--- config.mk ---
export PLATFORM = sky130hd
export DESIGN_NAME = mac_dot_pipe
export DESIGN_NICKNAME = d
export VERILOG_FILES = /design/src/rtl/mac_pkg.sv /design/src/rtl/mac_mult_stage.sv /design/src/rtl/mac_dot_pipe.sv
export SDC_FILE = /design/constraint.sdc
export NUM_CORES = 1
export LEC_CHECK = 0
export CAP_MARGIN = 20
export CORE_MARGIN = 4
export CORE_UTILIZATION = 35
export DETAILED_ROUTE_END_ITERATION = 12
export DONT_BUFFER_PORTS = 1
export PLACE_DENSITY = 0.55
export SYNTH_ARGS = -nofsm -noshare
export SYNTH_HDL_FRONTEND = slang
export SYNTH_SLANG_ARGS = --single-unit
--- constraint.sdc ---
create_clock -name clk -period 4.25 [get_ports clk]
set_clock_uncertainty 0.2 [all_clocks]
set_input_delay 0.85 -clock clk [delete_from_list [all_inputs] [get_ports clk]]
set_output_delay 0.85 -clock clk [all_outputs]
set_load 0.05 [all_outputs]
--- src/rtl/mac_pkg.sv ---
// mac_pkg: shared mode type, default widths and saturating add for the MAC datapaths
package mac_pkg;
  typedef enum logic {MAC_MULADD, MAC_DOT} mac_mode_t;
  localparam int MAC_W_A = 8;
  localparam int MAC_W_B = 8;
  localparam int MAC_W_C = 16;
  localparam int MAC_W_ACC = 24;
  localparam int MAC_DOT_LEN = 4;
  // packs {sum clamped to w bits, overflow} from bit 0 up, so callers size-cast to w+1 bits
  function automatic logic [64:0] sat_add(input logic [63:0] x, input logic [63:0] y, input int unsigned w);
    logic [64:0] s, m;
    s = {1'b0, x} + {1'b0, y};
    m = (65'd1 << w) - 65'd1;
    return (s > m) ? {m[63:0], 1'b1} : {s[63:0], 1'b0};
  endfunction
endpackage

--- src/rtl/mac_mult_stage.sv ---
// mac_mult_stage: two-stage operand register and unsigned multiply, with a sideband carried alongside
module mac_mult_stage #(
  parameter int W_A = 8,
  parameter int W_B = 8,
  parameter int W_S = 1
) (
  input  logic                 clk,
  input  logic                 rst_n,
  input  logic                 in_valid,
  input  logic [W_A-1:0]       a,
  input  logic [W_B-1:0]       b,
  input  logic [W_S-1:0]       side,
  output logic                 out_valid,
  output logic [W_A+W_B-1:0]   prod,
  output logic [W_S-1:0]       side_out
);
  logic v1;
  logic [W_A-1:0] a1;
  logic [W_B-1:0] b1;
  logic [W_S-1:0] s1;
  always_ff @(posedge clk or negedge rst_n)
    if (!rst_n) begin
      v1 <= 1'b0;
      a1 <= '0;
      b1 <= '0;
      s1 <= '0;
      out_valid <= 1'b0;
      prod <= '0;
      side_out <= '0;
    end else begin
      v1 <= in_valid;
      a1 <= a;
      b1 <= b;
      s1 <= side;
      out_valid <= v1;
      prod <= (W_A+W_B)'(a1) * (W_A+W_B)'(b1);
      side_out <= s1;
    end
endmodule

--- src/rtl/mac_dot_pipe.sv ---
// mac_dot_pipe: pipelined saturating multiply-add / dot-product engine; S1/S2 in mac_mult_stage, S3 here
module mac_dot_pipe import mac_pkg::*; #(
  parameter int W_A = MAC_W_A,
  parameter int W_B = MAC_W_B,
  parameter int W_C = MAC_W_C,
  parameter int W_ACC = MAC_W_ACC,
  parameter int DOT_LEN = MAC_DOT_LEN
) (
  input  logic             clk,
  input  logic             rst_n,
  input  logic             in_valid,
  input  mac_mode_t        mode,
  input  logic [W_A-1:0]   a,
  input  logic [W_B-1:0]   b,
  input  logic [W_C-1:0]   c,
  input  logic             clear,
  output logic             out_valid,
  output logic [W_ACC-1:0] data_out,
  output logic             sat,
  output logic             dot_done
);
  localparam int W_P = W_A + W_B;
  localparam int W_CNT = $clog2(DOT_LEN + 1);
  logic v2;
  logic [W_P-1:0] prod;
  logic [W_C:0] side2;
  mac_mode_t mode2;
  logic [W_C-1:0] c2;
  logic [W_ACC-1:0] acc;
  logic [W_CNT-1:0] cnt, cnt_nx;
  logic frame_sat, fsat_nx, is_dot, is_mul, done;
  logic [W_ACC:0] mul_r, dot_r;
  mac_mult_stage #(.W_A(W_A), .W_B(W_B), .W_S(W_C + 1)) u_mult (
    .clk(clk),
    .rst_n(rst_n),
    .in_valid(in_valid),
    .a(a),
    .b(b),
    .side({mode, c}),
    .out_valid(v2),
    .prod(prod),
    .side_out(side2)
  );
  // clear zeroes the frame state seen by this edge, so a DOT sample alongside it starts a new frame
  always_comb begin
    mode2 = mac_mode_t'(side2[W_C]);
    c2 = side2[W_C-1:0];
    is_dot = v2 && mode2 == MAC_DOT;
    is_mul = v2 && mode2 == MAC_MULADD;
    mul_r = (W_ACC+1)'(sat_add(64'(prod), 64'(c2), W_ACC));
    dot_r = (W_ACC+1)'(sat_add(64'(clear ? '0 : acc), 64'(prod), W_ACC));
    fsat_nx = (frame_sat && !clear) || dot_r[0];
    cnt_nx = (clear ? '0 : cnt) + W_CNT'(1);
    done = cnt_nx == W_CNT'(DOT_LEN);
  end
  always_ff @(posedge clk or negedge rst_n)
    if (!rst_n) begin
      out_valid <= 1'b0;
      dot_done <= 1'b0;
      sat <= 1'b0;
      data_out <= '0;
      acc <= '0;
      cnt <= '0;
      frame_sat <= 1'b0;
    end else begin
      out_valid <= is_mul || (is_dot && done);
      dot_done <= is_dot && done;
      if (is_mul) begin
        data_out <= mul_r[W_ACC:1];
        sat <= mul_r[0];
      end else if (is_dot && done) begin
        data_out <= dot_r[W_ACC:1];
        sat <= fsat_nx;
      end
      acc <= (is_dot && !done) ? dot_r[W_ACC:1] : (is_dot || clear) ? '0 : acc;
      cnt <= (is_dot && !done) ? cnt_nx : (is_dot || clear) ? '0 : cnt;
      frame_sat <= (is_dot && !done) ? fsat_nx : !(is_dot || clear) && frame_sat;
    end
endmodule

==> results of run 1 <==
## timing repair
action	in CTS	in global routing
gates resized for setup	9	23
buffers inserted	1	6
setup endpoints to repair	4	6
hold buffers	1	0
pin swaps	8	16
hold endpoints to repair	123	0
## cell type report
class | count | area, sq um | area share [%]
Timing Repair Buffer | 41 | 339.1 | 3.574
Multi-Input combinational cell | 599 | 4836 | 50.98
Clock buffer | 18 | 439.2 | 4.629
Sequential cell | 123 | 3085 | 32.52
Inverter | 66 | 247.7 | 2.611
Tap cell | 313 | 391.6 | 4.128
Clock inverter | 14 | 147.6 | 1.556
## worst max-delay path by stage
stage,start,end,slack (ns),depth (start not counted)
3_3_place_gp,u_mult.b1[4],u_mult.prod[15],-0.15,17
4_1_cts,u_mult.a1[3],u_mult.prod[15],-0.17,17
5_1_grt,u_mult.b1[4],u_mult.prod[15],-0.29,17
6_report,u_mult.b1[4],u_mult.prod[15],-0.13,17
2_1_floorplan,u_mult.b1[4],u_mult.prod[15],-0.003,17
3_5_place_dp,u_mult.b1[3],u_mult.prod[15],-0.18,17
## power by group through the flow
stage               combinational (mW)  clock, mW  sequential [mW]
floorplan                         1.71          0             1.73
global placement                  2.08          0             1.81
detailed placement                2.10          0             1.82
finish                            2.31       1.43             1.79
CTS                               2.17       1.48             1.80
global route                      2.61       1.53             1.82
## kinds of logic (layout without fill, tap and decap cells)
family | Yosys count | count (layout) | share of synthesized area (%)
and+or+nand+nor | 268 | 268 | 17.71
AOI/OAI and AO/OA | 187 | 187 | 15.36
DFF | 123 | 123 | 37.68
adders and majority gates | 108 | 108 | 20.03
buffers and inverters | 91 | 139 | 5.269
xor gates and xnor gates | 30 | 30 | 3.216
muxes | 6 | 6 | 0.7352
## cells in the mapped netlist (5+ instances only)
master and count:
nand2b_1 10, o22ai_1 5, nor2_1 35, nand2_1 66, nor4_1 5, fa_1 38, and2_1 57, or3_1 6
and3_1 6, a211oi_1 9, o211ai_1 6, a31oi_1 6, ha_1 70, buf_6 6, nor2b_1 30, nand3_1 12
xor2_1 6, inv_1 66, nor3_1 11, mux2i_1 6, a21oi_1 43, o21ai_0 53, a21o_1 14, o21a_1 11
clkbuf_1 12, nand4_1 8, xnor2_1 24, dfrtp_1 123
## registers in the layout, summed over array words and instances (netlist names)
| signal | cells |
|---|---|
| acc | 24 |
| data_out | 24 |
| u_mult.s1 | 17 |
| u_mult.side_out | 17 |
| u_mult.prod | 16 |
| u_mult.a1 | 8 |
| u_mult.b1 | 8 |
| cnt | 3 |
| dot_done | 1 |
| frame_sat | 1 |
| out_valid | 1 |
| sat | 1 |
| u_mult.out_valid | 1 |
| u_mult.v1 | 1 |
## per-layer routing
metal  wire length (microns)  share of wire, %  up-vias
met4                     189              0.98        0
met3                     853               4.4       12
met1                    8512                44     2853
li1                        -                 -     2880
met5                       0                 0        -
met2                    9761                51       96
## critical path, delay by kind of cell, from the launching register on
family                     cells  cell delay [ns]
adders and majority gates      5             2.16
AOI/OAI and AO/OA              6             0.96
DFF                            1             0.44
buffers and inverters          4             0.20
and+or+nand+nor                1             0.17
xor gates and xnor gates       1             0.13
## stage by stage
| stage | std cells | util [%] | power [mW] | TNS [ns] |
|---|---|---|---|---|
| 2_1_floorplan | 813 | - | 3.446 | -0.002677 |
| 3_3_place_gp | 1133 | 38.06 | 3.899 | -0.2804 |
| 3_5_place_dp | 1133 | 38.06 | 3.914 | -0.3965 |
| 4_1_cts | 1167 | 40.92 | 5.443 | -0.3494 |
| 5_1_grt | 1174 | 41.65 | 5.955 | -0.9433 |
| 6_report | 1174 | 41.65 | 5.536 | -0.3356 |
==> summary.txt, run 1 <==
Synthesis
  • Post-synth top area cell: dfrtp_1
  • Async set-reset flop share out of synthesis: 100.0%
  • Synth Net Count: 958
  • Yosys top cell area share: 37.68%
  • Distinct cells, synth: 73
  • Flop and latch count out of synthesis: 123
  • Yosys warnings: 0
  • Post-Syn Instances: 813
  • Sequential fraction of the synthesis area: 37.68%
  • Mapped cell area: 8169 sq um
  • Syn avg cell area: 10.05 sq um
  • Top FF cell, synth: dfrtp_1
  • Ranking of synthesized cells by area: dfrtp_1, ha_1, fa_1
  • Post-synth EDFFs: 0

Timing
  • Post-route minimum period: 4.383 ns
  • RSZ-0062 raised after global routing: true
  • Max Slew Vio Count: 0
  • Max-slew headroom: 25.84%
  • Hold Vio Cnt, Final: 0
  • Highest Clock Rate: 228.2 MHz
  • Slew @ Worst Pin: 1.108 ns
  • Fin worst setup slack: -0.1328 ns
  • Final setup vio count: 3
  • Period utilisation layout: 103.1%
  • Final hold slack: 0.1458 ns

Finish
  • Fillers: 2195
  • Most frequent cells in the layout: dfrtp_1, nand2_1, inv_1
  • Commonest non-fill, non-tap cell in the layout: dfrtp_1
  • Share of cells above drive strength 1: 14.98%
  • Fin area: 9487 sq um
  • Layout area overhead: 16.13%
  • N_diodes: 0
  • Final #Nets: 993

Worst setup path
  • Setup Crit Path Kind: reg -> reg
  • CP max FO: 7
  • Worst EP required: 4.35 ns
  • CP peak stage delay: 0.52 ns
  • Worst EP arrival: 4.48 ns
  • Slowest cell on crit path: fa_1
  • Worst R2R Setup Slack: -0.13 ns
  • R2R cell count: 17
  • Worst setup EP type: register
  • CP cell instances: and2_4 > fa_1 > inv_1 > fa_1 > inv_1 > fa_1 > inv_1 > fa_1 > inv_2 > ha_4 > o21a_1 > o31a_1 > o211ai_1 > a21oi_2 > a2111oi_4 > a21oi_2 > xnor2_1
  • Most frequent CP cell: fa_1
  • Launch point of the worst reg-to-reg path: u_mult.b1[4]
  • R2R Path End: u_mult.prod[15]
  • Startpoint types: register

Detailed routing
  • DRC viols: 0
  • DR WL/cell: 16.45 microns
  • Via count: 5841
  • Vias per std cell: 4.975
  • DRT antenna net count: 0
  • Initial DRC count: 362
  • DRT Pass-1 Iters: 4
  • Final WL: 19320 microns

Clock network
  • CTS tree: yes
  • Htree depth: 4
  • Later-pin clock latency in the skew report: 0.42 ns
  • Clock buffer depth: 2
  • CTS Buf Count: 17
  • Reg clk slew, reported paths: 0.06 ns
  • CTS root buf: clkbuf_16
  • # clock sinks: 123

Power and ir drop
  • Pleak: 4.412 nW
  • Clk pwr share: 25.9%
  • Switch share: 39.64%
  • Pwr dens: 583.5 nW/um^2
  • Seq pwr share: 32.4%
  • Switching power: 2.194 mW
  • Gate power share: 41.7%
  • Max VDD drop: 0.2875 mV
  • Power Internal: 3.341 mW

Flow run
  • Max-Cap Viols: 0

Floorplan
  • Die Height: 160.8 microns
  • Die Footprint: 25850 sq um
  • Initial Util: 35.86%
  • Die W: 160.8 microns
  • Cell row count: 55
  • Ports: 64
  • Core area: 22780 sq um

Global route
  • Met1 GRT Util: 19.34%
  • Gr usage total: 15.36%
  • GRT busiest layer: met2
  • Largest net degree at the start of global routing: 124
  • Initial antenna violation count: 0
  • GRT met2 Usage: 26.77%
  • First-pass GRT wire length: 31430 microns
  • GR Overflow Total: 0
  • Global routing usage on met3: 3.387%
  • Vias in the first global route: 6010

Placement
  • Port buffer count: 0
  • Pre-CTS setup slack: -0.1763 ns
  • DPL Wire Length: 14090 microns
  • GPL Wtd Cong: 0.8392
  • Placed instance area: 8668 sq um

Hold path
  • Min-delay worst type: in -> async

Run status
  • Violated checks: negative setup slack
  • Outcome: complete, but fails checks
Power figures use the tool's default switching activity.
==> inputs of run 2 (changes only) <==
--- a/config.mk
+++ b/config.mk
@@ -5,6 +5,7 @@
 export SDC_FILE = /design/constraint.sdc
 export NUM_CORES = 1
 export LEC_CHECK = 0
+export ABC_AREA = 1
 export CAP_MARGIN = 20
 export CORE_MARGIN = 4
 export CORE_UTILIZATION = 35
==> summary.txt, run 2 <==
Run status
  • Outcome: finished clean (was complete, but fails checks)

Placement
  • Port buffer count: 0 (unchanged)
  • GPL Wtd Cong: 0.8869 (was 0.8392)
  • Placed instance area: 9106 sq um (was 8668 sq um)
  • DPL Wire Length: 16520 microns (was 14090 microns)

Synthesis
  • Post-synth top area cell: dfrtp_1 (unchanged)
  • Mapped cell area: 8651 sq um (was 8169 sq um)
  • Sequential fraction of the synthesis area: 35.58% (was 37.68%)
  • Post-synth EDFFs: 0 (unchanged)
  • Yosys top cell area share: 35.58% (was 37.68%)
  • Yosys warnings: 0 (unchanged)
  • Distinct cells, synth: 42 (was 73)
  • Ranking of synthesized cells by area: dfrtp_1, nand2_1, ha_1 (was dfrtp_1, ha_1, fa_1)
  • Async set-reset flop share out of synthesis: 100.0% (unchanged)
  • Top-count cell post-synth: nand2_1 (was dfrtp_1)
  • Flop and latch count out of synthesis: 123 (unchanged)
  • Commonest cells post-synth: nand2_1, inv_1, dfrtp_1 (was dfrtp_1, ha_1, inv_1, nand2_1, and2_1)
  • Synth Net Count: 1280 (was 958)
  • Syn avg cell area: 7.622 sq um (was 10.05 sq um)
  • Top FF cell, synth: dfrtp_1 (unchanged)
  • Post-Syn Instances: 1135 (was 813)

Floorplan
  • Die Footprint: 27300 sq um (was 25850 sq um)
  • Initial Util: 35.57% (was 35.86%)
  • Die Height: 165.2 microns (was 160.8 microns)
  • Core area: 24320 sq um (was 22780 sq um)
  • Ports: 64 (unchanged)
  • Die W: 165.2 microns (was 160.8 microns)
  • Cell row count: 57 (was 55)

Worst setup path
  • Worst EP required: 4.35 ns (about the same)
  • Worst EP arrival: 4.16 ns (was 4.48 ns)
  • Startpoint types: register (unchanged)
  • Most frequent CP cell: fa_1 (unchanged)
  • Setup Crit Path Kind: reg -> reg (unchanged)
  • Worst setup EP type: register (unchanged)
  • Slowest cell on crit path: fa_1 (unchanged)
  • Launch point of the worst reg-to-reg path: u_mult.b1[2] (was u_mult.b1[4])
  • CP max FO: 4 (was 7)
  • CP cell instances: buf_6 > nand2_1 > inv_1 > fa_1 > fa_1 > fa_1 > inv_1 > fa_1 > inv_1 > ha_4 > a21o_1 > o21ai_0 > o2111ai_1 > xor2_1 (was and2_4 > fa_1 > inv_1 > fa_1 > inv_1 > fa_1 > inv_1 > fa_1 > inv_2 > ha_4 > o21a_1 > o31a_1 > o211ai_1 > a21oi_2 > a2111oi_4 > a21oi_2 > xnor2_1)
  • R2R Path End: u_mult.prod[14] (was u_mult.prod[15])
  • Worst R2R Setup Slack: 0.19 ns (was -0.13 ns)
  • CP peak stage delay: 0.55 ns (was 0.52 ns)
  • R2R cell count: 14 (was 17)

Power and ir drop
  • Pleak: 5.443 nW (was 4.412 nW)
  • Max VDD drop: 0.2824 mV (was 0.2875 mV)
  • Pwr dens: 573.4 nW/um^2 (was 583.5 nW/um^2)

Clock network
  • CTS root buf: clkbuf_16 (unchanged)
  • CTS tree: yes (unchanged)
  • # clock sinks: 123 (unchanged)
  • Htree depth: 4 (unchanged)
  • Clock buffer depth: 2 (unchanged)
  • Reg clk slew, reported paths: 0.06 ns (about the same)
  • Later-pin clock latency in the skew report: 0.42 ns (about the same)
  • CTS Buf Count: 17 (unchanged)

Detailed routing
  • DRT Pass-1 Iters: 7 (was 4)
  • DRC viols: 0 (unchanged)
  • DRT antenna net count: 0 (unchanged)
  • Via count: 6942 (was 5841)
  • Vias per std cell: 4.665 (was 4.975)
  • DR WL/cell: 14.39 microns (was 16.45 microns)
  • Final WL: 21420 microns (was 19320 microns)
  • Initial DRC count: 391 (was 362)

Global route
  • Gr usage total: 16.86% (was 15.36%)
  • Vias in the first global route: 7210 (was 6010)
  • Initial antenna violation count: 1 (was 0)
  • First-pass GRT wire length: 36010 microns (was 31430 microns)
  • Largest net degree at the start of global routing: 124 (unchanged)
  • GR Overflow Total: 0 (unchanged)

Finish
  • N_diodes: 0 (unchanged)
  • Commonest non-fill, non-tap cell in the layout: nand2_1 (was dfrtp_1)
  • Multi-input gate area: 4701 sq um (was 4836 sq um)
  • Layout area overhead: 13.78% (was 16.13%)
  • Share of cells above drive strength 1: 9.536% (was 14.98%)
  • Register area: 3084 sq um (was 3085 sq um)
  • Most frequent cells in the layout: nand2_1, inv_1, dfrtp_1 (was dfrtp_1, nand2_1, inv_1)
  • Fin area: 9843 sq um (was 9487 sq um)
  • Final #Nets: 1296 (was 993)
  • Final core utilization: 40.47% (was 41.65%)
  • Fillers: 2508 (was 2195)
  • Top flop regs: acc: 24 flops, data_out: 24 flops (unchanged)

Timing
  • Period utilisation layout: 95.49% (was 103.1%)
  • Hold Vio Cnt, Final: 0 (unchanged)
  • Post-route minimum period: 4.058 ns (was 4.383 ns)
  • Setup_tns: 0 ns (was -0.3356 ns)
  • Max-slew headroom: 37.62% (was 25.84%)
  • Slew @ Worst Pin: 0.9347 ns (was 1.108 ns)
  • Highest Clock Rate: 246.4 MHz (was 228.2 MHz)
  • Final setup vio count: 0 (was 3)
  • Max Slew Vio Count: 0 (unchanged)

Flow run
  • Max-Cap Viols: 0 (unchanged)

Hold path
  • Min-delay worst type: reg -> reg (was in -> async)
  • Hold path start: u_mult.v1
  • Worst hold stages: 0
  • Endpoint, Worst Hold: u_mult.out_valid
[run 2: changes by cell type after synthesis, sizes merged, moves of 11 or more]
| cell | delta |
|---|---|
| nor2b | -32 |
| inv | +155 |
| nand3 | +55 |
| nand2 | +287 |
| nor2 | +52 |
| o21ai | -12 |
| nand2b | -11 |
| and2 | -56 |
| a21o | -12 |
| xnor2 | -11 |
[run 2: how the worst max path moves through the flow]
stage                 startpoint              end  cells after the start
floorplan           u_mult.b1[7]  u_mult.prod[12]                     21
global placement    u_mult.a1[5]  u_mult.prod[14]                     17
detailed placement  u_mult.b1[3]  u_mult.prod[12]                     22
CTS                 u_mult.b1[3]  u_mult.prod[12]                     22
global route        u_mult.b1[3]  u_mult.prod[12]                     22
finish              u_mult.b1[2]  u_mult.prod[14]                     14
[run 2: cell families (layout without fill, tap and decap cells)]
group / after synthesis / after routing / synth area share (%)
flops: 123 / 123 / 35.58
buf+inv: 251 / 280 / 11.08
fa+ha+maj: 108 / 108 / 18.92
xor+xnor: 24 / 24 / 2.430
simple gates: 533 / 533 / 25.92
compound gates: 96 / 96 / 6.075
[run 2: per-layer routing]
| metal | routed length [microns] | part of all wire (%) | up-vias | GRT usage (%) |
|---|---|---|---|---|
| met4 | 332 | 1.6 | 0 | 4.764 |
| met5 | 0 | 0 | - | 0 |
| met2 | 10420 | 49 | 121 | 28.43 |
| li1 | - | - | 3502 | - |
| met1 | 9694 | 45 | 3292 | 22.00 |
| met3 | 970 | 4.5 | 27 | 3.450 |
[run 2: power breakdown]
| part | internal, mW | switching [mW] |
|---|---|---|
| sequential | 1.38 | 0.404 |
| clock | 0.882 | 0.581 |
| combinational | 0.921 | 1.48 |
[run 2: critical path: cells and delay by family (launching register included)]
| family | cells | cell delay, ns |
|---|---|---|
| fa+ha+maj | 5 | 2.27 |
| compound gates | 3 | 0.50 |
| flops | 1 | 0.44 |
| buf+inv | 4 | 0.29 |
| xor+xnor | 1 | 0.17 |
| simple gates | 1 | 0.05 |
[run 2: through the flow]
step           hold WS [ns]  cells  power (mW)  setup WS (ns)
2_1_floorplan        0.1312   1135       3.498        0.06418
3_3_place_gp         0.1353   1453       4.038        0.05383
3_5_place_dp         0.1347   1453       4.043        0.04366
4_1_cts              0.1451   1486       5.576       0.006892
5_1_grt              0.1509   1488       6.130      -0.001298
6_report             0.1414   1488       5.644         0.1916
[run 2: repair_timing]
action                     4_1_cts  5_1_grt
setup endpoints to repair        0        7
resized for setup                0       31
hold buffers                     1        0
hold endpoints to repair       123        0
setup buffers                    0        2
[run 2: area by class of cell]
| class | instances | area share, % |
|---|---|---|
| Multi-Input combinational cell | 761 | 47.76 |
| Sequential cell | 123 | 31.33 |
| Inverter | 222 | 8.491 |
| Clock buffer | 19 | 4.500 |
| Tap cell | 324 | 4.118 |
| Timing Repair Buffer | 26 | 2.339 |
| Clock inverter | 13 | 1.462 |
==> inputs of run 3 (changes only) <==
--- a/config.mk
+++ b/config.mk
@@ -6,7 +6,7 @@
 export NUM_CORES = 1
 export LEC_CHECK = 0
 export ABC_AREA = 1
-export CAP_MARGIN = 20
+export CAP_MARGIN = 30
 export CORE_MARGIN = 4
 export CORE_UTILIZATION = 35
 export DETAILED_ROUTE_END_ITERATION = 12
==> results of run 3 <==
Final layout, timing and power as in run 2 (identical DEF).
